[src/rtl/wb_arb_watchdog_pkg.sv]
// Shared types for the two-requester Wishbone arbiter with a transaction watchdog.
//   arb_state_e : arbiter FSM states
//   SCHEME_*    : recognised arbitration scheme names
//   OWNER_*     : one-hot grant encodings {B,A}
//   arb_pick    : tie-break helper used from IDLE and on zero-gap handoff
package wb_arb_pkg;

  typedef enum logic [1:0] {
    ST_IDLE,
    ST_OWN_A,
    ST_OWN_B,
    ST_ABORT
  } arb_state_e;

  localparam string SCHEME_ALT = "ALTERNATING";
  localparam string SCHEME_PRI = "PRIORITY";

  localparam logic [1:0] OWNER_NONE = 2'b00;
  localparam logic [1:0] OWNER_A    = 2'b01;
  localparam logic [1:0] OWNER_B    = 2'b10;

  // On a tie: priority mode always picks A, alternating picks whoever was not served last.
  function automatic logic [1:0] arb_pick(input logic a_req, input logic b_req,
                                          input logic last_b, input logic pri);
    if (a_req && b_req) return (pri || last_b) ? OWNER_A : OWNER_B;
    if (a_req)          return OWNER_A;
    if (b_req)          return OWNER_B;
    return OWNER_NONE;
  endfunction

endpackage

[src/rtl/wb_arb_watchdog_if.sv]
// Bus bundle between the two requesters (A = read side, B = write side), the
// arbiter and the downstream Wishbone slave.
//   i_{a,b}_*  : requester cyc/stb/we/adr/dat/sel
//   o_{a,b}_*  : stall/ack/err returned to each requester
//   o_*        : arbitrated Wishbone master signals
//   i_stall/i_ack/i_err : downstream slave responses
// Modport master = the arbiter; modport slave = the surrounding environment.
interface wb_arb_watchdog_if #(
  parameter int AW = 28,
  parameter int DW = 8
);
  localparam int SW = DW / 8;

  logic          i_a_cyc, i_a_stb, i_a_we;
  logic [AW-1:0] i_a_adr;
  logic [DW-1:0] i_a_dat;
  logic [SW-1:0] i_a_sel;
  logic          o_a_stall, o_a_ack, o_a_err;

  logic          i_b_cyc, i_b_stb, i_b_we;
  logic [AW-1:0] i_b_adr;
  logic [DW-1:0] i_b_dat;
  logic [SW-1:0] i_b_sel;
  logic          o_b_stall, o_b_ack, o_b_err;

  logic          o_cyc, o_stb, o_we;
  logic [AW-1:0] o_adr;
  logic [DW-1:0] o_dat;
  logic [SW-1:0] o_sel;
  logic          i_stall, i_ack, i_err;

  modport master (
    input  i_a_cyc, i_a_stb, i_a_we, i_a_adr, i_a_dat, i_a_sel,
    output o_a_stall, o_a_ack, o_a_err,
    input  i_b_cyc, i_b_stb, i_b_we, i_b_adr, i_b_dat, i_b_sel,
    output o_b_stall, o_b_ack, o_b_err,
    output o_cyc, o_stb, o_we, o_adr, o_dat, o_sel,
    input  i_stall, i_ack, i_err
  );

  modport slave (
    output i_a_cyc, i_a_stb, i_a_we, i_a_adr, i_a_dat, i_a_sel,
    input  o_a_stall, o_a_ack, o_a_err,
    output i_b_cyc, i_b_stb, i_b_we, i_b_adr, i_b_dat, i_b_sel,
    input  o_b_stall, o_b_ack, o_b_err,
    input  o_cyc, o_stb, o_we, o_adr, o_dat, o_sel,
    output i_stall, i_ack, i_err
  );

endinterface

[src/rtl/wb_arb_watchdog_cnt.sv]
// Saturating 8-bit idle-progress counter for the arbiter watchdog.
//   i_clk, i_rst_n : clock, asynchronous active-low reset
//   i_clr          : restart the count (has priority over i_en)
//   i_en           : count this cycle
//   o_hit          : the count reaches TIMEOUT_CYCLES on the coming edge
module wb_watchdog_cnt #(
  parameter int TIMEOUT_CYCLES = 10
) (
  input  logic i_clk,
  input  logic i_rst_n,
  input  logic i_clr,
  input  logic i_en,
  output logic o_hit
);

  localparam logic [7:0] LIMIT_M1 = 8'(TIMEOUT_CYCLES - 1);

  logic [7:0] cnt_q, cnt_d;

  always_comb begin
    cnt_d = cnt_q;
    if (i_clr)                      cnt_d = '0;
    else if (i_en && cnt_q != '1)   cnt_d = cnt_q + 8'd1;
  end

  // Flag one cycle early so the abort lands exactly TIMEOUT_CYCLES edges after the last progress.
  assign o_hit = i_en && !i_clr && (cnt_q == LIMIT_M1);

  always_ff @(posedge i_clk or negedge i_rst_n) begin
    if (!i_rst_n) cnt_q <= '0;
    else          cnt_q <= cnt_d;
  end

endmodule

[src/rtl/wb_arb_watchdog.sv]
// Two-requester Wishbone pipelined arbiter with per-grant transaction watchdog.
//   i_clk, i_axi_reset_n : clock, asynchronous active-low reset
//   bus                  : requester, master and slave signals (master modport)
//   o_owner              : one-hot current grant {B,A}, 0 = none
//   o_timeout            : one-cycle pulse when a hung transaction is aborted
module wb_arb_watchdog
  import wb_arb_pkg::*;
#(
  parameter int    AW               = 28,
  parameter int    DW               = 8,
  parameter string SCHEME           = "ALTERNATING",
  parameter int    TIMEOUT_CYCLES   = 10,
  parameter int    LGMAXPEND        = 4,
  parameter bit    OPT_ZERO_ON_IDLE = 1'b0
) (
  input  logic                i_clk,
  input  logic                i_axi_reset_n,
  wb_arb_watchdog_if.master   bus,
  output logic [1:0]          o_owner,
  output logic                o_timeout
);

  localparam int SW = DW / 8;
  localparam bit IS_PRI = (SCHEME != SCHEME_ALT) && (SCHEME == SCHEME_PRI);
  localparam logic [LGMAXPEND-1:0] PEND_MAX = '1;
  localparam logic [LGMAXPEND-1:0] PEND_ONE = LGMAXPEND'(1);

  arb_state_e           st_q, st_d;
  logic [1:0]           owner_q, owner_d;
  logic                 last_b_q, last_b_d;
  logic [LGMAXPEND-1:0] pend_q, pend_d;
  logic                 tmo_q, tmo_d;
  logic                 aerr_q, aerr_d;

  logic       owning, ow_cyc, ow_stb, ow_we;
  logic       pend_nz, pend_full, accept;
  logic       ow_stall, ow_ack, ow_err;
  logic       wd_clr, wd_en, wd_hit;
  logic [1:0] grant;

  logic [AW-1:0] idle_adr;
  logic [DW-1:0] idle_dat;
  logic [SW-1:0] idle_sel;
  logic          idle_we;

  // owner_q also stays valid in ABORT so the error and release go to the right requester.
  assign owning = (st_q == ST_OWN_A) || (st_q == ST_OWN_B);
  assign ow_cyc = owner_q[1] ? bus.i_b_cyc : bus.i_a_cyc;
  assign ow_stb = owner_q[1] ? bus.i_b_stb : bus.i_a_stb;
  assign ow_we  = owner_q[1] ? bus.i_b_we  : bus.i_a_we;

  assign pend_nz   = (pend_q != '0);
  assign pend_full = (pend_q == PEND_MAX);

  assign bus.o_cyc = owning && ow_cyc;
  assign bus.o_stb = owning && ow_cyc && ow_stb && !pend_full;
  assign accept    = bus.o_stb && !bus.i_stall;

  assign idle_adr = OPT_ZERO_ON_IDLE ? '0   : bus.i_a_adr;
  assign idle_dat = OPT_ZERO_ON_IDLE ? '0   : bus.i_a_dat;
  assign idle_sel = OPT_ZERO_ON_IDLE ? '0   : bus.i_a_sel;
  assign idle_we  = OPT_ZERO_ON_IDLE ? 1'b0 : bus.i_a_we;

  assign bus.o_adr = owning ? (owner_q[1] ? bus.i_b_adr : bus.i_a_adr) : idle_adr;
  assign bus.o_dat = owning ? (owner_q[1] ? bus.i_b_dat : bus.i_a_dat) : idle_dat;
  assign bus.o_sel = owning ? (owner_q[1] ? bus.i_b_sel : bus.i_a_sel) : idle_sel;
  assign bus.o_we  = owning ? ow_we : idle_we;

  // Acks with nothing outstanding are stray and are swallowed.
  assign ow_stall = !owning || bus.i_stall || pend_full;
  assign ow_ack   = owning && bus.i_ack && pend_nz;
  assign ow_err   = owning ? bus.i_err : ((st_q == ST_ABORT) && aerr_q);

  assign bus.o_a_stall = owner_q[0] ? ow_stall : 1'b1;
  assign bus.o_a_ack   = owner_q[0] && ow_ack;
  assign bus.o_a_err   = owner_q[0] && ow_err;
  assign bus.o_b_stall = owner_q[1] ? ow_stall : 1'b1;
  assign bus.o_b_ack   = owner_q[1] && ow_ack;
  assign bus.o_b_err   = owner_q[1] && ow_err;

  assign grant = arb_pick(bus.i_a_cyc, bus.i_b_cyc, last_b_q, IS_PRI);

  assign wd_clr = !owning || !ow_cyc || bus.i_ack || bus.i_err || accept;
  assign wd_en  = owning && ow_cyc && (pend_nz || (ow_stb && ow_stall));

  wb_watchdog_cnt #(
    .TIMEOUT_CYCLES(TIMEOUT_CYCLES)
  ) u_wdog (
    .i_clk  (i_clk),
    .i_rst_n(i_axi_reset_n),
    .i_clr  (wd_clr),
    .i_en   (wd_en),
    .o_hit  (wd_hit)
  );

  always_comb begin
    st_d     = st_q;
    owner_d  = owner_q;
    last_b_d = last_b_q;
    pend_d   = pend_q;
    tmo_d    = 1'b0;
    aerr_d   = 1'b0;
    // IDLE and owner release share one path, giving a zero-gap handoff from OWN_x and ABORT.
    if (st_q == ST_IDLE || !ow_cyc) begin
      pend_d  = '0;
      owner_d = grant;
      if (grant[0]) begin
        st_d     = ST_OWN_A;
        last_b_d = 1'b0;
      end else if (grant[1]) begin
        st_d     = ST_OWN_B;
        last_b_d = 1'b1;
      end else begin
        st_d = ST_IDLE;
      end
    end else if (st_q == ST_ABORT) begin
      pend_d = '0;
    end else if (wd_hit) begin
      st_d   = ST_ABORT;
      pend_d = '0;
      tmo_d  = 1'b1;
      aerr_d = 1'b1;
    end else if (bus.i_err) begin
      pend_d = '0;
    end else if (accept && !ow_ack) begin
      pend_d = pend_q + PEND_ONE;
    end else if (!accept && ow_ack) begin
      pend_d = pend_q - PEND_ONE;
    end
  end

  always_ff @(posedge i_clk or negedge i_axi_reset_n) begin
    if (!i_axi_reset_n) begin
      st_q     <= ST_IDLE;
      owner_q  <= OWNER_NONE;
      last_b_q <= 1'b1;
      pend_q   <= '0;
      tmo_q    <= 1'b0;
      aerr_q   <= 1'b0;
    end else begin
      st_q     <= st_d;
      owner_q  <= owner_d;
      last_b_q <= last_b_d;
      pend_q   <= pend_d;
      tmo_q    <= tmo_d;
      aerr_q   <= aerr_d;
    end
  end

  assign o_owner   = owner_q;
  assign o_timeout = tmo_q;

endmodule
[src/flat_wrapper.sv]
// flat-port wrapper written by rule: the top's interface ports become plain ports
module wb_arb_watchdog_flat import wb_arb_pkg::*;
#(
  parameter int    AW               = 28,
  parameter int    DW               = 8,
  parameter string SCHEME           = "           ",
  parameter int    TIMEOUT_CYCLES   = 10,
  parameter int    LGMAXPEND        = 4,
  parameter bit    OPT_ZERO_ON_IDLE = 1'b0
)
  (i_clk, i_axi_reset_n, o_owner, o_timeout, bus_i_a_cyc, bus_i_a_stb, bus_i_a_we, bus_i_a_adr, bus_i_a_dat, bus_i_a_sel, bus_o_a_stall, bus_o_a_ack, bus_o_a_err, bus_i_b_cyc, bus_i_b_stb, bus_i_b_we, bus_i_b_adr, bus_i_b_dat, bus_i_b_sel, bus_o_b_stall, bus_o_b_ack, bus_o_b_err, bus_o_cyc, bus_o_stb, bus_o_we, bus_o_adr, bus_o_dat, bus_o_sel, bus_i_stall, bus_i_ack, bus_i_err);
  wb_arb_watchdog_if #(.AW(AW), .DW(DW)) bus_i ();
  input  logic i_clk;
  input  logic i_axi_reset_n;
  output logic [1:0] o_owner;
  output logic o_timeout;
  input wire logic [$bits(bus_i.i_a_cyc)-1:0] bus_i_a_cyc;
  input wire logic [$bits(bus_i.i_a_stb)-1:0] bus_i_a_stb;
  input wire logic [$bits(bus_i.i_a_we)-1:0] bus_i_a_we;
  input wire logic [$bits(bus_i.i_a_adr)-1:0] bus_i_a_adr;
  input wire logic [$bits(bus_i.i_a_dat)-1:0] bus_i_a_dat;
  input wire logic [$bits(bus_i.i_a_sel)-1:0] bus_i_a_sel;
  output wire logic [$bits(bus_i.o_a_stall)-1:0] bus_o_a_stall;
  output wire logic [$bits(bus_i.o_a_ack)-1:0] bus_o_a_ack;
  output wire logic [$bits(bus_i.o_a_err)-1:0] bus_o_a_err;
  input wire logic [$bits(bus_i.i_b_cyc)-1:0] bus_i_b_cyc;
  input wire logic [$bits(bus_i.i_b_stb)-1:0] bus_i_b_stb;
  input wire logic [$bits(bus_i.i_b_we)-1:0] bus_i_b_we;
  input wire logic [$bits(bus_i.i_b_adr)-1:0] bus_i_b_adr;
  input wire logic [$bits(bus_i.i_b_dat)-1:0] bus_i_b_dat;
  input wire logic [$bits(bus_i.i_b_sel)-1:0] bus_i_b_sel;
  output wire logic [$bits(bus_i.o_b_stall)-1:0] bus_o_b_stall;
  output wire logic [$bits(bus_i.o_b_ack)-1:0] bus_o_b_ack;
  output wire logic [$bits(bus_i.o_b_err)-1:0] bus_o_b_err;
  output wire logic [$bits(bus_i.o_cyc)-1:0] bus_o_cyc;
  output wire logic [$bits(bus_i.o_stb)-1:0] bus_o_stb;
  output wire logic [$bits(bus_i.o_we)-1:0] bus_o_we;
  output wire logic [$bits(bus_i.o_adr)-1:0] bus_o_adr;
  output wire logic [$bits(bus_i.o_dat)-1:0] bus_o_dat;
  output wire logic [$bits(bus_i.o_sel)-1:0] bus_o_sel;
  input wire logic [$bits(bus_i.i_stall)-1:0] bus_i_stall;
  input wire logic [$bits(bus_i.i_ack)-1:0] bus_i_ack;
  input wire logic [$bits(bus_i.i_err)-1:0] bus_i_err;
  assign bus_i.i_a_cyc = bus_i_a_cyc;
  assign bus_i.i_a_stb = bus_i_a_stb;
  assign bus_i.i_a_we = bus_i_a_we;
  assign bus_i.i_a_adr = bus_i_a_adr;
  assign bus_i.i_a_dat = bus_i_a_dat;
  assign bus_i.i_a_sel = bus_i_a_sel;
  assign bus_o_a_stall = bus_i.o_a_stall;
  assign bus_o_a_ack = bus_i.o_a_ack;
  assign bus_o_a_err = bus_i.o_a_err;
  assign bus_i.i_b_cyc = bus_i_b_cyc;
  assign bus_i.i_b_stb = bus_i_b_stb;
  assign bus_i.i_b_we = bus_i_b_we;
  assign bus_i.i_b_adr = bus_i_b_adr;
  assign bus_i.i_b_dat = bus_i_b_dat;
  assign bus_i.i_b_sel = bus_i_b_sel;
  assign bus_o_b_stall = bus_i.o_b_stall;
  assign bus_o_b_ack = bus_i.o_b_ack;
  assign bus_o_b_err = bus_i.o_b_err;
  assign bus_o_cyc = bus_i.o_cyc;
  assign bus_o_stb = bus_i.o_stb;
  assign bus_o_we = bus_i.o_we;
  assign bus_o_adr = bus_i.o_adr;
  assign bus_o_dat = bus_i.o_dat;
  assign bus_o_sel = bus_i.o_sel;
  assign bus_i.i_stall = bus_i_stall;
  assign bus_i.i_ack = bus_i_ack;
  assign bus_i.i_err = bus_i_err;
  wb_arb_watchdog #(.AW(AW), .DW(DW), .SCHEME(SCHEME), .TIMEOUT_CYCLES(TIMEOUT_CYCLES), .LGMAXPEND(LGMAXPEND), .OPT_ZERO_ON_IDLE(OPT_ZERO_ON_IDLE)) u_core (.i_clk(i_clk), .i_axi_reset_n(i_axi_reset_n), .bus(bus_i), .o_owner(o_owner), .o_timeout(o_timeout));
endmodule
[config.mk]
export PLATFORM = sky130hd
export DESIGN_NAME = wb_arb_watchdog_flat
export DESIGN_NICKNAME = d
export VERILOG_FILES = /design/src/rtl/wb_arb_watchdog_pkg.sv /design/src/rtl/wb_arb_watchdog_if.sv /design/src/rtl/wb_arb_watchdog_cnt.sv /design/src/rtl/wb_arb_watchdog.sv /design/src/flat_wrapper.sv
export SDC_FILE = /design/constraint.sdc
export NUM_CORES = 1
export LEC_CHECK = 0
export BUFFER_PORTS_ARGS = -buffer_cell sky130_fd_sc_hd__buf_2
export CORE_MARGIN = 5
export CORE_UTILIZATION = 43
export CTS_CLUSTER_DIAMETER = 60
export DETAILED_ROUTE_END_ITERATION = 8
export GPL_ROUTABILITY_DRIVEN = 0
export PLACE_DENSITY = 0.94
export SYNTH_ARGS = -nofsm -noshare
export SYNTH_HDL_FRONTEND = slang
export SYNTH_SLANG_ARGS = --single-unit
export TNS_END_PERCENT = 5
[constraint.sdc]
create_clock -name i_clk -period 5 [get_ports i_clk]
set_clock_uncertainty 0.1 [all_clocks]
set_input_delay 0 -clock i_clk [delete_from_list [all_inputs] [get_ports i_clk]]
set_output_delay 0 -clock i_clk [all_outputs]
set_load 0.05 [all_outputs]
# --- Word level (Yosys, flattened, before mapping) ---
# Cells that the tools add are included.
totals:
  out_inout_bits: 49
  inputBits: 85
  reg_bits: 18
  elab_cells: 103
classes:
  reduce_logical: 43
  addsub: 3
  n_mux: 44
  eq_ne: 7
ops:
  columns: ["op", "count"]
  rows:
  - ["two-way mux 28 bit", 2]
  - ["two-way mux 8 bit", 4]
  - ["two-way mux 2 bit", 12]
  - ["two-way mux 4 bit", 6]
  - ["two-way mux 1 bit", 20]
  - ["logical AND 1 bit", 19]
  - ["logical OR 1 bit", 9]
  - ["adder 8 x 1 -> 8 bit, second input constant", 1]
  - ["== test 8 x 4 -> 1 bit, second input constant", 1]
  - ["inequality test 8 bit, second input constant", 1]
  - ["zero test 1 bit", 7]
  - ["nonzero test 2 bit", 3]
  - ["nonzero test 6 bit", 1]
  - ["adder 4 x 1 -> 4 bit, second input constant", 1]
  - ["== test 2 bit, second input constant", 2]
  - ["== test 4 bit, second input constant", 1]
  - ["AND reduction 2 bit", 2]
  - ["nonzero test 4 bit", 1]
  - ["subtractor 4 x 1 -> 4 bit, second input constant", 1]
  - ["== test 2 x 1 -> 1 bit, second input constant", 1]
  - ["zero test 2 bit", 1]
  - ["inequality test 2 bit, second input constant", 1]

# --- Logic depth before layout (Yosys ltp) ---
# Gate-level depths: netlist of run 1.
depth:
  word_depth: 14
  ltp_mapped: 12
  mapped_depth_nobuf: 11

# --- Modules after synthesis ---
# Synthesis of run 1 repeated with hierarchy kept, for this count alone.
unflattened:
  cells_unflattened: 182
  hier_area_um2: 1685.4
modules_own_cells:
  columns: ["mod", "n_inst", "seq_area_each_um2", "cells_each", "area_each_um2"]
  rows:
  - ["wb_arb_watchdog", 1, 251.5, 131, 1168.6]
  - ["wb_watchdog_cnt", 1, 200.2, 51, 516.7]

# --- Worst setup path before layout of run 1 ---
# OpenSTA, ideal clock, no wires.
synth_timing:
  path_kind: "reg2reg"
  startpoint: "reg u_core.owner_q[1] (netlist: u_core.o_owner[1])"
  endpoint: "reg u_core.pend_q[3]"
  stages_incl_launch_ff: 12
  arrival_time_ns: 2.642
  path_slack_ns: 2.181
  setup_ns: 0.077
  path_buffers: 1
  synth_period_minus_slack_ns: 2.819
  path_cell_list: "dfrtp_1 buf_6 mux2_2 nand2_1 nor3_1 ha_1 inv_1 ha_1 a21oi_1 a211o_1 a21o_1 a21oi_1"
synth_between:
  elab_chain_cells: 12
synth_rtl:
  columns: ["element", "line", "text"]
  rows:
  - ["from (decl)", "wb_arb_watchdog.sv:29", "logic [1:0] owner_q, owner_d;"]
  - ["from (signal assigned)", "wb_arb_watchdog.sv:142", "owner_q <= owner_d;"]
  - ["two-way mux 1 bit", "wb_arb_watchdog.sv:48", "assign ow_cyc = owner_q[1] ? bus.i_b_cyc : bus.i_a_cyc;"]
  - ["zero test 1 bit / logical AND 1 bit (equally long branches)", null, null]
  - ["logical OR 1 bit / logical AND 1 bit (equally long branches) (2 in series)", "wb_arb_watchdog.sv:83, wb_arb_watchdog.sv:56", null]
  - ["logical OR 1 bit / logical AND 1 bit (equally long branches)", "wb_arb_watchdog.sv:83, wb_arb_watchdog.sv:57", null]
  - ["logical OR 1 bit", "wb_arb_watchdog.sv:83", "assign wd_clr = !owning || !ow_cyc || bus.i_ack || bus.i_err || accept;"]
  - ["zero test 1 bit", "wb_arb_watchdog_cnt.sv:27", "assign o_hit = i_en && !i_clr && (cnt_q == LIMIT_M1);"]
  - ["logical AND 1 bit (2 in series)", "wb_arb_watchdog_cnt.sv:27", null]
  - ["two-way mux 4 bit", "wb_arb_watchdog.sv:118", "end else if (wd_hit) begin"]
  - ["two-way mux 4 bit", "wb_arb_watchdog.sv:116", "end else if (st_q == ST_ABORT) begin"]
  - ["two-way mux 4 bit", "wb_arb_watchdog.sv:104", "if (st_q == ST_IDLE || !ow_cyc) begin"]
  - ["to (signal assigned)", "wb_arb_watchdog.sv:144", "pend_q <= pend_d;"]
  - ["to (decl)", "wb_arb_watchdog.sv:31", "logic [LGMAXPEND-1:0] pend_q, pend_d;"]
# Parallel ways exist; a longest one is shown, timed or not.
# A chain may end at the register's enable or synchronous reset.

# --- Final worst setup path of run 1 ---
layout_timing:
  startpoint: "reg u_core.pend_q[1]"
  endpoint: "reg u_core.pend_q[3]"
layout_between:
  elab_chain_cells: 11
layout_rtl:
  columns: ["element"]
  rows:
  - ["parallel branches: the longest is 11 deep, another holds subtractor 4 x 1 -> 4 bit"]
# Several ways; the timed one is not identified. The select of a mux whose other input is x is not followed.

==> results of run 1 <==
==> through the flow <==
step / instances / worst slack [ps]
6_report: 370 / 2080
5_1_grt: 370 / 1870
4_1_cts: 370 / 2100
3_5_place_dp: 362 / 2130
3_3_place_gp: 362 / 2250
2_1_floorplan: 186 / 2180
==> state kept, by name, summed over array words and instances (netlist names) <==
register,cells
u_core.o_owner,2
u_core.u_wdog.cnt_q,8
u_core.st_q,2
u_core.o_timeout,1
u_core.pend_q,4
u_core.last_b_q,1
==> worst min-delay path by stage <==
stage | start | endpoint | slack (ps) | cells after the start
2_1_floorplan | i_axi_reset_n | u_core.o_owner[0]$_DFFE_PN0N_ | -400 | 0
3_3_place_gp | i_axi_reset_n | u_core.o_timeout$_DFF_PN0_ | -150 | 1
3_5_place_dp | i_axi_reset_n | u_core.st_q[1]$_DFFE_PN0P_ | -140 | 1
4_1_cts | bus_i_err | u_core.pend_q[3]$_DFFE_PN0P_ | 100 | 4
5_1_grt | bus_i_err | u_core.pend_q[3]$_DFFE_PN0P_ | 130 | 4
6_report | i_axi_reset_n | u_core.u_wdog.cnt_q[2]$_DFFE_PN0P_ | 110 | 2
==> worst max-delay path, stage by stage, from the launching register on <==
cell	delay, ps
sky130_fd_sc_hd__dfrtp_1	430
sky130_fd_sc_hd__or2_2	350
sky130_fd_sc_hd__or3_1	330
sky130_fd_sc_hd__and3_1	210
sky130_fd_sc_hd__inv_1	80
sky130_fd_sc_hd__ha_1	220
sky130_fd_sc_hd__inv_1	100
sky130_fd_sc_hd__ha_1	340
sky130_fd_sc_hd__nand3_1	120
sky130_fd_sc_hd__a211o_1	300
sky130_fd_sc_hd__a21o_1	160
sky130_fd_sc_hd__a21oi_1	130
==> layout by cell type, fill, tap and decap left out, types with 3 or more instances in the layout <==
| cell type | n |
|---|---|
| sky130_fd_sc_hd__and3_1 | 5 |
| sky130_fd_sc_hd__inv_1 | 11 |
| sky130_fd_sc_hd__nor3_1 | 4 |
| sky130_fd_sc_hd__nand2_1 | 10 |
| sky130_fd_sc_hd__nor2b_1 | 3 |
| sky130_fd_sc_hd__dfrtp_1 | 17 |
| sky130_fd_sc_hd__mux2_2 | 39 |
| sky130_fd_sc_hd__nand3_1 | 7 |
| sky130_fd_sc_hd__nor2_1 | 10 |
| sky130_fd_sc_hd__and2_1 | 3 |
| sky130_fd_sc_hd__nor3b_1 | 3 |
| sky130_fd_sc_hd__a21oi_1 | 9 |
| sky130_fd_sc_hd__o21ai_0 | 5 |
| sky130_fd_sc_hd__buf_2 | 133 |
| sky130_fd_sc_hd__clkbuf_8 | 4 |
| sky130_fd_sc_hd__o211ai_1 | 3 |
| sky130_fd_sc_hd__dlygate4sd3_1 | 4 |
| sky130_fd_sc_hd__or3_1 | 3 |
| sky130_fd_sc_hd__nand4_1 | 3 |
| sky130_fd_sc_hd__ha_1 | 7 |
==> kinds of logic (layout without fill, tap and decap cells) <==
family | count (synthesis) | after routing | synth area share, %
xor gates and xnor gates | 2 | 2 | 1.01
adders and majority gates | 8 | 8 | 6.17
and+or+nand+nor | 64 | 64 | 20.5
DFF | 18 | 18 | 25.9
buffers and inverters | 19 | 153 | 5.10
AOI/OAI and AO/OA | 33 | 33 | 14.1
muxes | 42 | 42 | 27.2
==> layout make-up <==
class,count,area (sq um)
inverter,11,41.3
sequential,18,452
timing repair buffer,138,713
multi-input combinational,149,1200
tap,50,62.6
clock buffer,4,55.1
fill,340,1450
==> where the power goes <==
group / internal (mW) / leakage (nW) / switching [mW]
sequential: 0.166 / 0.242 / 0.0191
clock: 0.0699 / 0.0288 / 0.0481
combinational: 0.263 / 1.01 / 0.594
==> routing by layer <==
layer,up-vias,share of wire [%],wire length [um]
li1,960,-,-
met1,931,37,2420
met2,109,49,3160
met3,20,12,750
met4,0,2.8,182
met5,-,0,0
==> report_table.html, run 1 <==
<table>
<tr><th>Metric</th><th>Value</th></tr>
<tr><th colspan="2">Outcome</th></tr>
<tr><td>Outcome</td><td>complete, no violations</td></tr>
<tr><th colspan="2">Clock tree</th></tr>
<tr><td>CTS sink cnt</td><td>18</td></tr>
<tr><td>Clock slew at reported path FFs</td><td>70 ps</td></tr>
<tr><td># hold bufs at CTS</td><td>4</td></tr>
<tr><td>CTS root buffer</td><td>sky130_fd_sc_hd__clkbuf_8</td></tr>
<tr><td>Clock network latency to the later pin of the worst-skew pair</td><td>250 ps</td></tr>
<tr><td>Number of setup buffers added after CTS</td><td>0</td></tr>
<tr><td>Bufs on Longest Clock Path</td><td>2</td></tr>
<tr><td>Number of levels the H-tree was split into</td><td>1</td></tr>
<tr><td>CTS tree</td><td>done</td></tr>
<tr><td>Total CTS buffers</td><td>3</td></tr>
<tr><td># resized after CTS</td><td>0</td></tr>
<tr><th colspan="2">Critical path</th></tr>
<tr><td>Crit path arrival time</td><td>3010 ps</td></tr>
<tr><td>Type of the setup path with the least slack</td><td>register to register</td></tr>
<tr><td>CP required</td><td>5090 ps</td></tr>
<tr><td>Crit. Startpoint</td><td>u_core.pend_q[1]$_DFFE_PN0P_</td></tr>
<tr><td>Worst setup path end</td><td>u_core.pend_q[3]$_DFFE_PN0P_</td></tr>
<tr><td>Element type at the critical path end</td><td>register</td></tr>
<tr><td>R2R Path End</td><td>u_core.pend_q[3]$_DFFE_PN0P_</td></tr>
<tr><td>Worst Setup Start Kind</td><td>register</td></tr>
<tr><td>Depth of the worst register-to-register path</td><td>11</td></tr>
<tr><td>Slack of the worst reg-to-reg path</td><td>2080 ps</td></tr>
<tr><td>Worst-path maximum fanout</td><td>5</td></tr>
<tr><td>Origin of the critical flop-to-flop path</td><td>u_core.pend_q[1]$_DFFE_PN0P_</td></tr>
<tr><th colspan="2">Die</th></tr>
<tr><td>Io pins</td><td>approximately 130</td></tr>
<tr><td>Die Y-Extent</td><td>73.7 um</td></tr>
<tr><td>Floorplan Core Area</td><td>3970 sq um</td></tr>
<tr><td>Total Die Area</td><td>5430 sq um</td></tr>
<tr><td>Standard-cell rows</td><td>23</td></tr>
<tr><td>Initial cell density of the core</td><td>a little over two fifths</td></tr>
<tr><td>Chip width</td><td>73.7 um</td></tr>
<tr><th colspan="2">Synth</th></tr>
<tr><td>Top area cells in the synthesized netlist</td><td>sky130_fd_sc_hd__mux2_2 25%, sky130_fd_sc_hd__dfrtp_1 24%, sky130_fd_sc_hd__ha_1 5.0%</td></tr>
<tr><td>Gate count of the mapped netlist</td><td>approximately 190</td></tr>
<tr><td>Share of async-settable or async-resettable flops after synthesis</td><td>between 90% and 100%</td></tr>
<tr><td>Distinct cell type count of the synthesized netlist</td><td>46</td></tr>
<tr><td>Number of enable-type register cells in the synthesized netlist</td><td>0</td></tr>
<tr><td>Net Count, Synth</td><td>279</td></tr>
<tr><td>Area fraction of the dominant cell type after synthesis</td><td>25.2%</td></tr>
<tr><td>Most instantiated library cell after synthesis</td><td>sky130_fd_sc_hd__mux2_2</td></tr>
<tr><td>Warning count from the yosys run</td><td>0</td></tr>
<tr><td>Register area share after synthesis</td><td>25.9%</td></tr>
<tr><td>Total standard cell area after synthesis</td><td>1740 sq um</td></tr>
<tr><td>Commonest cells post-synth</td><td>39 x sky130_fd_sc_hd__mux2_2, 17 x sky130_fd_sc_hd__dfrtp_1, 11 x sky130_fd_sc_hd__inv_1</td></tr>
<tr><td>Number of register bits inferred by synthesis</td><td>18</td></tr>
<tr><td>Cell accounting for the most synthesized area</td><td>sky130_fd_sc_hd__mux2_2</td></tr>
<tr><td>Post-Synthesis Mean Instance Area</td><td>9.37 sq um</td></tr>
<tr><td>Main synth FF type</td><td>sky130_fd_sc_hd__dfrtp_1</td></tr>
<tr><th colspan="2">STA</th></tr>
<tr><td>Total negative slack</td><td>0 ps</td></tr>
<tr><td>Hold Violations, Final</td><td>0</td></tr>
<tr><td>Slew at the pin closest to its max-slew limit</td><td>637 ps</td></tr>
<tr><td>Min cycle time layout</td><td>between 2000 and 3000 ps</td></tr>
<tr><td>Number of max-slew violations in the final report</td><td>0</td></tr>
<tr><td>Endpoints failing setup</td><td>0</td></tr>
<tr><td>Smallest hold slack</td><td>107 ps</td></tr>
<tr><td>Unrepaired setup endpoints after global routing</td><td>false</td></tr>
<tr><td>Final clock period utilization by the worst path</td><td>58.5%</td></tr>
<tr><td>Timing-limited maximum frequency</td><td>342 MHz</td></tr>
<tr><td>Max-slew headroom at the worst pin</td><td>57.5%</td></tr>
<tr><th colspan="2">Final layout</th></tr>
<tr><td>Final instance area</td><td>roughly 2500 sq um</td></tr>
<tr><td>Final #Nets</td><td>414</td></tr>
<tr><td>Fraction of final layout cells sized beyond drive strength 1</td><td>57.5%</td></tr>
<tr><td>Diode count</td><td>0</td></tr>
<tr><td>Share of the core filled with cells in the final layout</td><td>63.6%</td></tr>
<tr><td>Synthesis-to-finish area growth</td><td>44.9%</td></tr>
<tr><th colspan="2">Power</th></tr>
<tr><td>Static Leak</td><td>1.28 nW</td></tr>
<tr><td>Largest voltage drop on the vdd net</td><td>0.260 mV</td></tr>
<tr><td>Power density relative to cell area</td><td>459 nW/um^2</td></tr>
<tr><td>Total Power</td><td>1.16 mW</td></tr>
<tr><th colspan="2">Routing</th></tr>
<tr><td>Number of violations reported at the end of detailed-routing iteration 0</td><td>142</td></tr>
<tr><td>Routed length per placed instance</td><td>17.6 um</td></tr>
<tr><td>Via density</td><td>5.46</td></tr>
<tr><td>Drt pass-1 iters</td><td>4</td></tr>
<tr><td>Routed Antenna Nets</td><td>0</td></tr>
<tr><td>Final routed DRC violation total</td><td>0</td></tr>
<tr><td>Overall via count from detail_route</td><td>2020</td></tr>
<tr><td>Total wire length</td><td>6510 um</td></tr>
<tr><th colspan="2">Global routing</th></tr>
<tr><td>Largest net degree at the start of global routing</td><td>39</td></tr>
<tr><td>GR Layer Usage met3</td><td>9.03%</td></tr>
<tr><td>Met1 track utilization from global routing</td><td>26.3%</td></tr>
<tr><td>Initial antenna violation count</td><td>0</td></tr>
<tr><td>Global-route usage over all layers</td><td>22.7%</td></tr>
<tr><td>Gr busiest metal</td><td>met2</td></tr>
<tr><td>GR Util met2</td><td>37.1%</td></tr>
<tr><td>Via count of the first global-routing pass</td><td>2044</td></tr>
<tr><td>First-pass GRT wire length</td><td>9490 um</td></tr>
<tr><td>Final global-route overflow total</td><td>0</td></tr>
<tr><th colspan="2">Placed design</th></tr>
<tr><td>Port bufs</td><td>133</td></tr>
<tr><td>Detail Placement HPWL</td><td>between 5000 and 6000 um</td></tr>
<tr><td>Instance area after placement</td><td>2430 sq um</td></tr>
<tr><th colspan="2">Hold path</th></tr>
<tr><td>Min-delay worst type</td><td>input port to async pin</td></tr>
<tr><th colspan="2">Job</th></tr>
<tr><td>Max-capacitance violation count</td><td>0</td></tr>
</table>
(Power assumes the default switching activity.)
==> run 2, diff against run 1 <==
--- a/config.mk
+++ b/config.mk
@@ -5,13 +5,14 @@
 export SDC_FILE = /design/constraint.sdc
 export NUM_CORES = 1
 export LEC_CHECK = 0
+export ABC_AREA = 1
 export BUFFER_PORTS_ARGS = -buffer_cell sky130_fd_sc_hd__buf_2
 export CORE_MARGIN = 5
-export CORE_UTILIZATION = 43
+export CORE_UTILIZATION = 41
 export CTS_CLUSTER_DIAMETER = 60
 export DETAILED_ROUTE_END_ITERATION = 8
 export GPL_ROUTABILITY_DRIVEN = 0
-export PLACE_DENSITY = 0.94
+export PLACE_DENSITY = 0.89
 export SYNTH_ARGS = -nofsm -noshare
 export SYNTH_HDL_FRONTEND = slang
 export SYNTH_SLANG_ARGS = --single-unit
==> constraint.sdc (replaced) <==
create_clock -name i_clk -period 2.71 [get_ports i_clk]
set_clock_uncertainty 0.1 [all_clocks]
set_input_delay 0 -clock i_clk [delete_from_list [all_inputs] [get_ports i_clk]]
set_output_delay 0 -clock i_clk [all_outputs]
set_load 0.05 [all_outputs]
==> report_table.html, run 2 <==
<table>
<tr><th>Metric</th><th>Value</th></tr>
<tr><th colspan="2">Die</th></tr>
<tr><td>Chip width</td><td>76.9 um</td></tr>
<tr><td>Initial cell density of the core</td><td>42.1%</td></tr>
<tr><td>Total Die Area</td><td>5910 sq um</td></tr>
<tr><td>Standard-cell rows</td><td>24</td></tr>
<tr><td>Die Y-Extent</td><td>76.9 um</td></tr>
<tr><td>Floorplan Core Area</td><td>4350 sq um</td></tr>
<tr><td>Io pins</td><td>about 130</td></tr>
<tr><th colspan="2">Final layout</th></tr>
<tr><td>Registers with the most flip-flops</td><td>u_core.u_wdog.cnt_q (8), u_core.pend_q (4)</td></tr>
<tr><td>Commonest cells after routing, fill and taps aside</td><td>133 x sky130_fd_sc_hd__buf_2, 41 x sky130_fd_sc_hd__nand2_1, 38 x sky130_fd_sc_hd__mux2_2</td></tr>
<tr><td>Largest register by flop count</td><td>u_core.u_wdog.cnt_q</td></tr>
<tr><td>Non-filler instance count after layout</td><td>around 420</td></tr>
<tr><td>Most common cell after layout, fill and taps aside</td><td>sky130_fd_sc_hd__buf_2</td></tr>
<tr><td>Fraction of final layout cells sized beyond drive strength 1</td><td>55.5%</td></tr>
<tr><td>Diode count</td><td>0</td></tr>
<tr><td>Final #Nets</td><td>about 460</td></tr>
<tr><td>Largest register FFs</td><td>8</td></tr>
<tr><td>Synthesis-to-finish area growth</td><td>43.7%</td></tr>
<tr><th colspan="2">Hold path</th></tr>
<tr><td>Min-delay worst type</td><td>input port to register</td></tr>
<tr><td>Worst Hold Launch</td><td>bus_i_err</td></tr>
<tr><td>Hold Path Sink</td><td>u_core.pend_q[2]$_DFFE_PN0P_</td></tr>
<tr><td>Depth of the worst hold-timing path</td><td>3</td></tr>
<tr><th colspan="2">Placed design</th></tr>
<tr><td>Port bufs</td><td>133</td></tr>
<tr><td>Total placed cells including tap cells</td><td>410</td></tr>
<tr><td>Detail Placement HPWL</td><td>5820 um</td></tr>
<tr><th colspan="2">STA</th></tr>
<tr><td>Max-slew headroom at the worst pin</td><td>a little over two thirds</td></tr>
<tr><td>Total negative slack</td><td>0 ps</td></tr>
<tr><td>Min cycle time layout</td><td>2480 ps</td></tr>
<tr><td>Unrepaired setup endpoints after global routing</td><td>false</td></tr>
<tr><td>Hold Violations, Final</td><td>4</td></tr>
<tr><td>Slew at the pin closest to its max-slew limit</td><td>457 ps</td></tr>
<tr><td>Smallest hold slack</td><td>-8.19 ps</td></tr>
<tr><td>Endpoints failing setup</td><td>0</td></tr>
<tr><td>Number of max-slew violations in the final report</td><td>0</td></tr>
<tr><td>Timing-limited maximum frequency</td><td>403 MHz</td></tr>
<tr><td>Final clock period utilization by the worst path</td><td>between 90% and 100%</td></tr>
<tr><th colspan="2">Routing</th></tr>
<tr><td>Overall via count from detail_route</td><td>2052</td></tr>
<tr><td>Total wire length</td><td>6850 um</td></tr>
<tr><td>Via density</td><td>just under 5</td></tr>
<tr><td>Drt pass-1 iters</td><td>4</td></tr>
<tr><td>Final routed DRC violation total</td><td>0</td></tr>
<tr><td>Routed length per placed instance</td><td>16.5 um</td></tr>
<tr><td>Number of violations reported at the end of detailed-routing iteration 0</td><td>35</td></tr>
<tr><td>Routed Antenna Nets</td><td>0</td></tr>
<tr><th colspan="2">Global routing</th></tr>
<tr><td>Via count of the first global-routing pass</td><td>2040</td></tr>
<tr><td>Largest net degree at the start of global routing</td><td>39</td></tr>
<tr><td>Initial antenna violation count</td><td>0</td></tr>
<tr><td>Final global-route overflow total</td><td>0</td></tr>
<tr><td>First-pass GRT wire length</td><td>10700 um</td></tr>
<tr><td>Global-route usage over all layers</td><td>22.6%</td></tr>
<tr><th colspan="2">Synth</th></tr>
<tr><td>Share of async-settable or async-resettable flops after synthesis</td><td>100%</td></tr>
<tr><td>Number of enable-type register cells in the synthesized netlist</td><td>0</td></tr>
<tr><td>Distinct cell type count of the synthesized netlist</td><td>34</td></tr>
<tr><td>Cell accounting for the most synthesized area</td><td>sky130_fd_sc_hd__mux2_2</td></tr>
<tr><td>Gate count of the mapped netlist</td><td>227</td></tr>
<tr><td>Area fraction of the dominant cell type after synthesis</td><td>23.3%</td></tr>
<tr><td>Net Count, Synth</td><td>320</td></tr>
<tr><td>Post-Synthesis Mean Instance Area</td><td>about 8 sq um</td></tr>
<tr><td>Top area cells in the synthesized netlist</td><td>sky130_fd_sc_hd__mux2_2 23%, sky130_fd_sc_hd__dfrtp_1 23%, sky130_fd_sc_hd__nand2_1 8.4%</td></tr>
<tr><td>Total standard cell area after synthesis</td><td>1830 sq um</td></tr>
<tr><td>Warning count from the yosys run</td><td>0</td></tr>
<tr><td>Number of register bits inferred by synthesis</td><td>18</td></tr>
<tr><td>Most instantiated library cell after synthesis</td><td>sky130_fd_sc_hd__nand2_1</td></tr>
<tr><td>Commonest cells post-synth</td><td>41 x sky130_fd_sc_hd__nand2_1, 38 x sky130_fd_sc_hd__mux2_2, 29 x sky130_fd_sc_hd__nor2_1</td></tr>
<tr><td>Main synth FF type</td><td>sky130_fd_sc_hd__dfrtp_1</td></tr>
<tr><td>Register area share after synthesis</td><td>roughly a quarter</td></tr>
<tr><th colspan="2">Power</th></tr>
<tr><td>Net switching power of the design</td><td>1.74 mW</td></tr>
<tr><td>Power density relative to cell area</td><td>1070 nW/um^2</td></tr>
<tr><td>Total Power</td><td>between 2 and 3 mW</td></tr>
<tr><td>Clk pwr share</td><td>under 10%</td></tr>
<tr><td>Internal power component</td><td>1.08 mW</td></tr>
<tr><td>Fraction of power consumed by sequential logic</td><td>13.1%</td></tr>
<tr><td>Sw Share</td><td>roughly 60%</td></tr>
<tr><td>Static Leak</td><td>between 1 and 1.5 nW</td></tr>
<tr><td>Gate power share</td><td>~80%</td></tr>
<tr><td>Largest voltage drop on the vdd net</td><td>approximately 0.55 mV</td></tr>
<tr><th colspan="2">Clock tree</th></tr>
<tr><td>CTS sink cnt</td><td>18</td></tr>
<tr><td>Clock network latency to the later pin of the worst-skew pair</td><td>260 ps</td></tr>
<tr><td>CTS root buffer</td><td>sky130_fd_sc_hd__clkbuf_8</td></tr>
<tr><td>Bufs on Longest Clock Path</td><td>2</td></tr>
<tr><td>Clock slew at reported path FFs</td><td>70 ps</td></tr>
<tr><td>CTS tree</td><td>done</td></tr>
<tr><td>Number of levels the H-tree was split into</td><td>1</td></tr>
<tr><td>Total CTS buffers</td><td>3</td></tr>
<tr><th colspan="2">Critical path</th></tr>
<tr><td>Crit path arrival time</td><td>2530 ps</td></tr>
<tr><td>Largest stage delay on the critical path</td><td>350 ps</td></tr>
<tr><td>Worst-path maximum fanout</td><td>5</td></tr>
<tr><td>Slack of the worst reg-to-reg path</td><td>230 ps</td></tr>
<tr><td>Origin of the critical flop-to-flop path</td><td>u_core.st_q[0]$_DFFE_PN0P_</td></tr>
<tr><td>Depth of the worst register-to-register path</td><td>15</td></tr>
<tr><td>CP Buf/Inv Count</td><td>4</td></tr>
<tr><td>Cell with the biggest individual delay on the critical path</td><td>sky130_fd_sc_hd__dfrtp_1</td></tr>
<tr><td>Worst Setup Start Kind</td><td>register</td></tr>
<tr><td>Element type at the critical path end</td><td>register</td></tr>
<tr><td>Kind of cell adding the most delay to the critical path</td><td>adder cells</td></tr>
<tr><td>CP required</td><td>2760 ps</td></tr>
<tr><td>R2R Path End</td><td>u_core.pend_q[3]$_DFFE_PN0P_</td></tr>
<tr><td>Cell breakdown of the critical path</td><td>inv_1, ha_4, inv_2, nor2_8, nand3_4, inv_1, ha_1, inv_1, ha_1, a21oi_1, nand2_1, nor2_1, nor2_1, a21oi_1, nor2_1</td></tr>
<tr><td>Type of the setup path with the least slack</td><td>register to register</td></tr>
<tr><th colspan="2">Job</th></tr>
<tr><td>Max-capacitance violation count</td><td>0</td></tr>
<tr><th colspan="2">Outcome</th></tr>
<tr><td>Outcome</td><td>complete, but fails checks</td></tr>
<tr><td>Violated checks</td><td>hold timing</td></tr>
</table>
run 2: cell count changes in the layout (fill, tap and decap cells not counted), moves of 4 or more:
cell | previous run | this run
sky130_fd_sc_hd__nand3_2 | 0 | 4
sky130_fd_sc_hd__nor2_1 | 10 | 29
sky130_fd_sc_hd__and3_1 | 5 | 0
sky130_fd_sc_hd__nand2_1 | 10 | 41
sky130_fd_sc_hd__inv_1 | 11 | 25
run 2: routing by layer:
layer | global-route usage, % | share of wire [%] | vias up
met3 | 6.67 | 8.9 | 11
met4 | 5.77 | 1.9 | 0
li1 | - | - | 1020
met1 | 24.4 | 36 | 933
met5 | 0 | 0 | -
met2 | 42.3 | 53 | 88
run 2: cell type report:
type	count	area [sq um]
inverter	28	108
multi-input combinational	176	1260
fill	373	1720
timing repair buffer	138	708
sequential	18	453
tap	52	65.1
clock buffer	4	45.0
run 2: worst max-delay path by stage:
stage                                          start                      endpoint  slack, ps  cells after the start
final                     u_core.st_q[0]$_DFFE_PN0P_  u_core.pend_q[3]$_DFFE_PN0P_        230                     15
after global routing      u_core.st_q[1]$_DFFE_PN0P_  u_core.pend_q[3]$_DFFE_PN0P_         40                     15
after CTS                 u_core.st_q[0]$_DFFE_PN0P_  u_core.pend_q[3]$_DFFE_PN0P_         90                     15
after detailed placement  u_core.st_q[0]$_DFFE_PN0P_  u_core.pend_q[3]$_DFFE_PN0P_        100                     15
after global placement    u_core.st_q[0]$_DFFE_PN0P_  u_core.pend_q[3]$_DFFE_PN0P_        220                     15
after floorplan           u_core.st_q[0]$_DFFE_PN0P_  u_core.pend_q[3]$_DFFE_PN0P_         70                     15
run 2: metrics by stage:
stage / cell area (sq um) / setup slack [ps] / util, %
finish: 2640 / 226 / 60.5
global route: 2640 / 42.4 / 60.5
CTS: 2620 / 86.4 / 60.2
detailed placement: 2560 / 103 / 58.7
global placement: 2560 / 217 / 58.7
floorplan: 1840 / 74.1 / -
run 2: power groups by stage:
stage,sequential [mW],combinational [mW],clock (mW)
after CTS,0.367,2.21,0.206
after detailed placement,0.372,2.20,0
after global routing,0.377,2.37,0.220
final,0.370,2.24,0.202
after floorplan,0.414,1.69,0
after global placement,0.369,2.17,0
run 2: logic make-up (layout without fill, tap and decap cells):
logic type	after synthesis	after routing	share of synthesized area [%]
AOI/OAI and AO/OA	19	19	6.14
xor gates and xnor gates	7	7	3.34
buffers and inverters	33	170	7.57
and+or+nand+nor	104	104	29.1
muxes	38	38	23.3
DFF	18	18	24.6
adders and majority gates	8	8	5.87
run 2: tightest hold or removal path: cells and delay by family:
| kind | cells | cell delay, ps |
|---|---|---|
| AO/OA/AOI/OAI | 1 | 160 |
| buffers and inverters | 1 | 110 |
| AND/OR/NAND/NOR | 1 | 50 |
run 2: repair_timing:
item                       4_1_cts  5_1_grt
setup endpoints to repair        0        2
hold endpoints to repair        20        0
buffers inserted                 0        0
gates resized for setup          0        3
hold buffers                     2        0
==> run 3, diff against run 2 <==
--- a/config.mk
+++ b/config.mk
@@ -5,13 +5,13 @@
 export SDC_FILE = /design/constraint.sdc
 export NUM_CORES = 1
 export LEC_CHECK = 0
-export ABC_AREA = 1
+export ABC_AREA = 0
 export BUFFER_PORTS_ARGS = -buffer_cell sky130_fd_sc_hd__buf_2
 export CORE_MARGIN = 5
-export CORE_UTILIZATION = 41
+export CORE_UTILIZATION = 40
 export CTS_CLUSTER_DIAMETER = 60
 export DETAILED_ROUTE_END_ITERATION = 8
-export GPL_ROUTABILITY_DRIVEN = 0
+export GPL_ROUTABILITY_DRIVEN = 1
 export PLACE_DENSITY = 0.89
 export SYNTH_ARGS = -nofsm -noshare
 export SYNTH_HDL_FRONTEND = slang
==> report_table.html, run 3 (synthesis results as in run 1) <==
<table>
<tr><th>Metric</th><th>Value</th></tr>
<tr><th colspan="2">Die</th></tr>
<tr><td>Die Y-Extent</td><td>76.0 um</td></tr>
<tr><td>Standard-cell rows</td><td>24</td></tr>
<tr><td>Io pins</td><td>approximately 130</td></tr>
<tr><td>Floorplan Core Area</td><td>4290 sq um</td></tr>
<tr><td>Initial cell density of the core</td><td>40.6%</td></tr>
<tr><td>Chip width</td><td>76.0 um</td></tr>
<tr><td>Total Die Area</td><td>between 5000 and 6000 sq um</td></tr>
<tr><th colspan="2">Final layout</th></tr>
<tr><td>Fraction of final layout cells sized beyond drive strength 1</td><td>just over 60%</td></tr>
<tr><td>Registers with the most flip-flops</td><td>u_core.u_wdog.cnt_q (8), u_core.pend_q (4)</td></tr>
<tr><td>Synthesis-to-finish area growth</td><td>50.2%</td></tr>
<tr><td>Commonest cells after routing, fill and taps aside</td><td>133 x sky130_fd_sc_hd__buf_2, 39 x sky130_fd_sc_hd__mux2_2, 16 x sky130_fd_sc_hd__dfrtp_1</td></tr>
<tr><td>Final #Nets</td><td>between 400 and 500</td></tr>
<tr><td>Diode count</td><td>0</td></tr>
<tr><td>Final instance area</td><td>around 2600 sq um</td></tr>
<tr><td>Fillcell total</td><td>374</td></tr>
<tr><td>Most common cell after layout, fill and taps aside</td><td>sky130_fd_sc_hd__buf_2</td></tr>
<tr><td>Largest register by flop count</td><td>u_core.u_wdog.cnt_q</td></tr>
<tr><td>Largest register FFs</td><td>8</td></tr>
<tr><td>Sequential cell area</td><td>~450 sq um</td></tr>
<tr><td>Area used by multi-input combinational logic</td><td>~1200 sq um</td></tr>
<tr><th colspan="2">Critical path</th></tr>
<tr><td>Worst Setup Start Kind</td><td>register</td></tr>
<tr><td>Type of the setup path with the least slack</td><td>register to register</td></tr>
<tr><td>Crit. Startpoint</td><td>u_core.pend_q[1]$_DFFE_PN0P_</td></tr>
<tr><td>Element type at the critical path end</td><td>register</td></tr>
<tr><td>Worst-path maximum fanout</td><td>3</td></tr>
<tr><td>Origin of the critical flop-to-flop path</td><td>u_core.pend_q[1]$_DFFE_PN0P_</td></tr>
<tr><td>Crit path arrival time</td><td>2660 ps</td></tr>
<tr><td>CP required</td><td>about 2800 ps</td></tr>
<tr><th colspan="2">Routing</th></tr>
<tr><td>Routed Antenna Nets</td><td>0</td></tr>
<tr><td>Overall via count from detail_route</td><td>roughly 2000</td></tr>
<tr><td>Total wire length</td><td>6280 um</td></tr>
<tr><td>Via density</td><td>5.15</td></tr>
<tr><td>Routed length per placed instance</td><td>about 17 um</td></tr>
<tr><td>Final routed DRC violation total</td><td>0</td></tr>
<tr><td>Drt pass-1 iters</td><td>4</td></tr>
<tr><td>Number of violations reported at the end of detailed-routing iteration 0</td><td>104</td></tr>
<tr><th colspan="2">STA</th></tr>
<tr><td>Total negative slack</td><td>0 ps</td></tr>
<tr><td>Final clock period utilization by the worst path</td><td>95.4%</td></tr>
<tr><td>Timing-limited maximum frequency</td><td>about 390 MHz</td></tr>
<tr><td>Slew at the pin closest to its max-slew limit</td><td>between 600 and 700 ps</td></tr>
<tr><td>Number of max-slew violations in the final report</td><td>0</td></tr>
<tr><td>Hold Violations, Final</td><td>0</td></tr>
<tr><td>Endpoints failing setup</td><td>0</td></tr>
<tr><td>Unrepaired setup endpoints after global routing</td><td>false</td></tr>
<tr><td>Min cycle time layout</td><td>2580 ps</td></tr>
<tr><td>PnR worst setup slack</td><td>around 130 ps</td></tr>
<tr><td>Max-slew headroom at the worst pin</td><td>57.8%</td></tr>
<tr><th colspan="2">Placed design</th></tr>
<tr><td>Detail Placement HPWL</td><td>5240 um</td></tr>
<tr><td>Instance area after placement</td><td>2490 sq um</td></tr>
<tr><td>Port bufs</td><td>~130</td></tr>
<tr><td>Setup Slack @ Placement</td><td>roughly 47 ps</td></tr>
<tr><td>RD Place Congestion</td><td>just under 0.9</td></tr>
<tr><th colspan="2">Clock tree</th></tr>
<tr><td>Clock network latency to the later pin of the worst-skew pair</td><td>about 250 ps</td></tr>
<tr><td>CTS root buffer</td><td>sky130_fd_sc_hd__clkbuf_8</td></tr>
<tr><td>Bufs on Longest Clock Path</td><td>2</td></tr>
<tr><td>Number of setup buffers added after CTS</td><td>0</td></tr>
<tr><td>Total CTS buffers</td><td>3</td></tr>
<tr><td>CTS sink cnt</td><td>18</td></tr>
<tr><td>Clock slew at reported path FFs</td><td>70 ps</td></tr>
<tr><td>CTS tree</td><td>done</td></tr>
<tr><td>Number of levels the H-tree was split into</td><td>1</td></tr>
<tr><th colspan="2">Power</th></tr>
<tr><td>Largest voltage drop on the vdd net</td><td>about 0.65 mV</td></tr>
<tr><td>Power density relative to cell area</td><td>around 830 nW/um^2</td></tr>
<tr><td>Total Power</td><td>2.18 mW</td></tr>
<tr><td>Static Leak</td><td>1.31 nW</td></tr>
<tr><th colspan="2">Global routing</th></tr>
<tr><td>Global-route usage over all layers</td><td>20.3%</td></tr>
<tr><td>Via count of the first global-routing pass</td><td>1990</td></tr>
<tr><td>First-pass GRT wire length</td><td>9660 um</td></tr>
<tr><td>Largest net degree at the start of global routing</td><td>39</td></tr>
<tr><td>Final global-route overflow total</td><td>0</td></tr>
<tr><td>Initial antenna violation count</td><td>0</td></tr>
<tr><th colspan="2">Outcome</th></tr>
<tr><td>Outcome</td><td>complete, no violations</td></tr>
<tr><th colspan="2">Job</th></tr>
<tr><td>Max-capacitance violation count</td><td>0</td></tr>
<tr><th colspan="2">Hold path</th></tr>
<tr><td>Min-delay worst type</td><td>input port to async pin</td></tr>
</table>
-- run 3: changes by cell type in the layout (fill, tap and decap cells not counted), moves of 4 or more --
cell                      before  now
sky130_fd_sc_hd__buf_4         3    8
sky130_fd_sc_hd__nand2_1      41   10
sky130_fd_sc_hd__nand3_2       4    0
sky130_fd_sc_hd__nor2_1       29   10
sky130_fd_sc_hd__and3_1        0    4
sky130_fd_sc_hd__inv_1        25    9
-- run 3: power by group --
group / switching [mW] / internal [mW] / total [mW]
combinational: 1.11 / 0.521 / 1.63
clock: 0.0871 / 0.129 / 0.216
sequential: 0.0328 / 0.307 / 0.340
-- run 3: cell type report --
cell class                      instances  share of cell area, %
Inverter                               11                   1.58
Multi-Input combinational cell        149                   47.3
Sequential cell                        18                   17.3
Timing Repair Buffer                  145                   29.3
Tap cell                               52                   2.49
Clock buffer                            4                   2.10
-- run 3: routing by layer --
metal | share of wire, % | GRT usage [%]
met5 | 0 | 0
met4 | 0.57 | 2.85
met2 | 50 | 34.7
met3 | 10 | 10.4
met1 | 39 | 22.9
-- run 3: what timing repair did --
item,4_1_cts,5_1_grt
endpoints found under the hold margin,22,0
gates resized for setup,0,5
setup endpoints to repair,0,1
hold buffers,4,0
-- run 3: critical path, stage by stage (launching register included) --
cell                      delay, ps
sky130_fd_sc_hd__dfrtp_1        380
sky130_fd_sc_hd__or2_2          320
sky130_fd_sc_hd__or3_1          320
sky130_fd_sc_hd__and3_4         190
sky130_fd_sc_hd__inv_2           70
sky130_fd_sc_hd__ha_4           130
sky130_fd_sc_hd__inv_2           50
sky130_fd_sc_hd__ha_4           270
sky130_fd_sc_hd__nand3_1         90
sky130_fd_sc_hd__a211o_1        310
sky130_fd_sc_hd__a21o_1         150
sky130_fd_sc_hd__a21oi_1        130
-- run 3: final timing paths --
kind / cells after the start / end / slack, ps
max: 11 / u_core.pend_q[3]$_DFFE_PN0P_ / 130
min: 2 / u_core.u_wdog.cnt_q[7]$_DFFE_PN0P_ / 110
max reg2reg: 11 / u_core.pend_q[3]$_DFFE_PN0P_ / 130
min reg2reg: 2 / u_core.st_q[0]$_DFFE_PN0P_ / 510
max in group asynchronous: 2 / u_core.last_b_q$_DFFE_PN1P_ / 2070
min in group i_clk: 4 / u_core.pend_q[3]$_DFFE_PN0P_ / 120
-- run 3: metrics by stage --
stage | hold slack (ps) | utilization (%) | std cells
2_1_floorplan | -396 | - | 186
3_3_place_gp | -149 | 58.1 | 371
3_5_place_dp | -140 | 58.1 | 371
4_1_cts | 93.0 | 60.3 | 379
5_1_grt | 122 | 61.0 | 379
6_report | 108 | 61.0 | 379
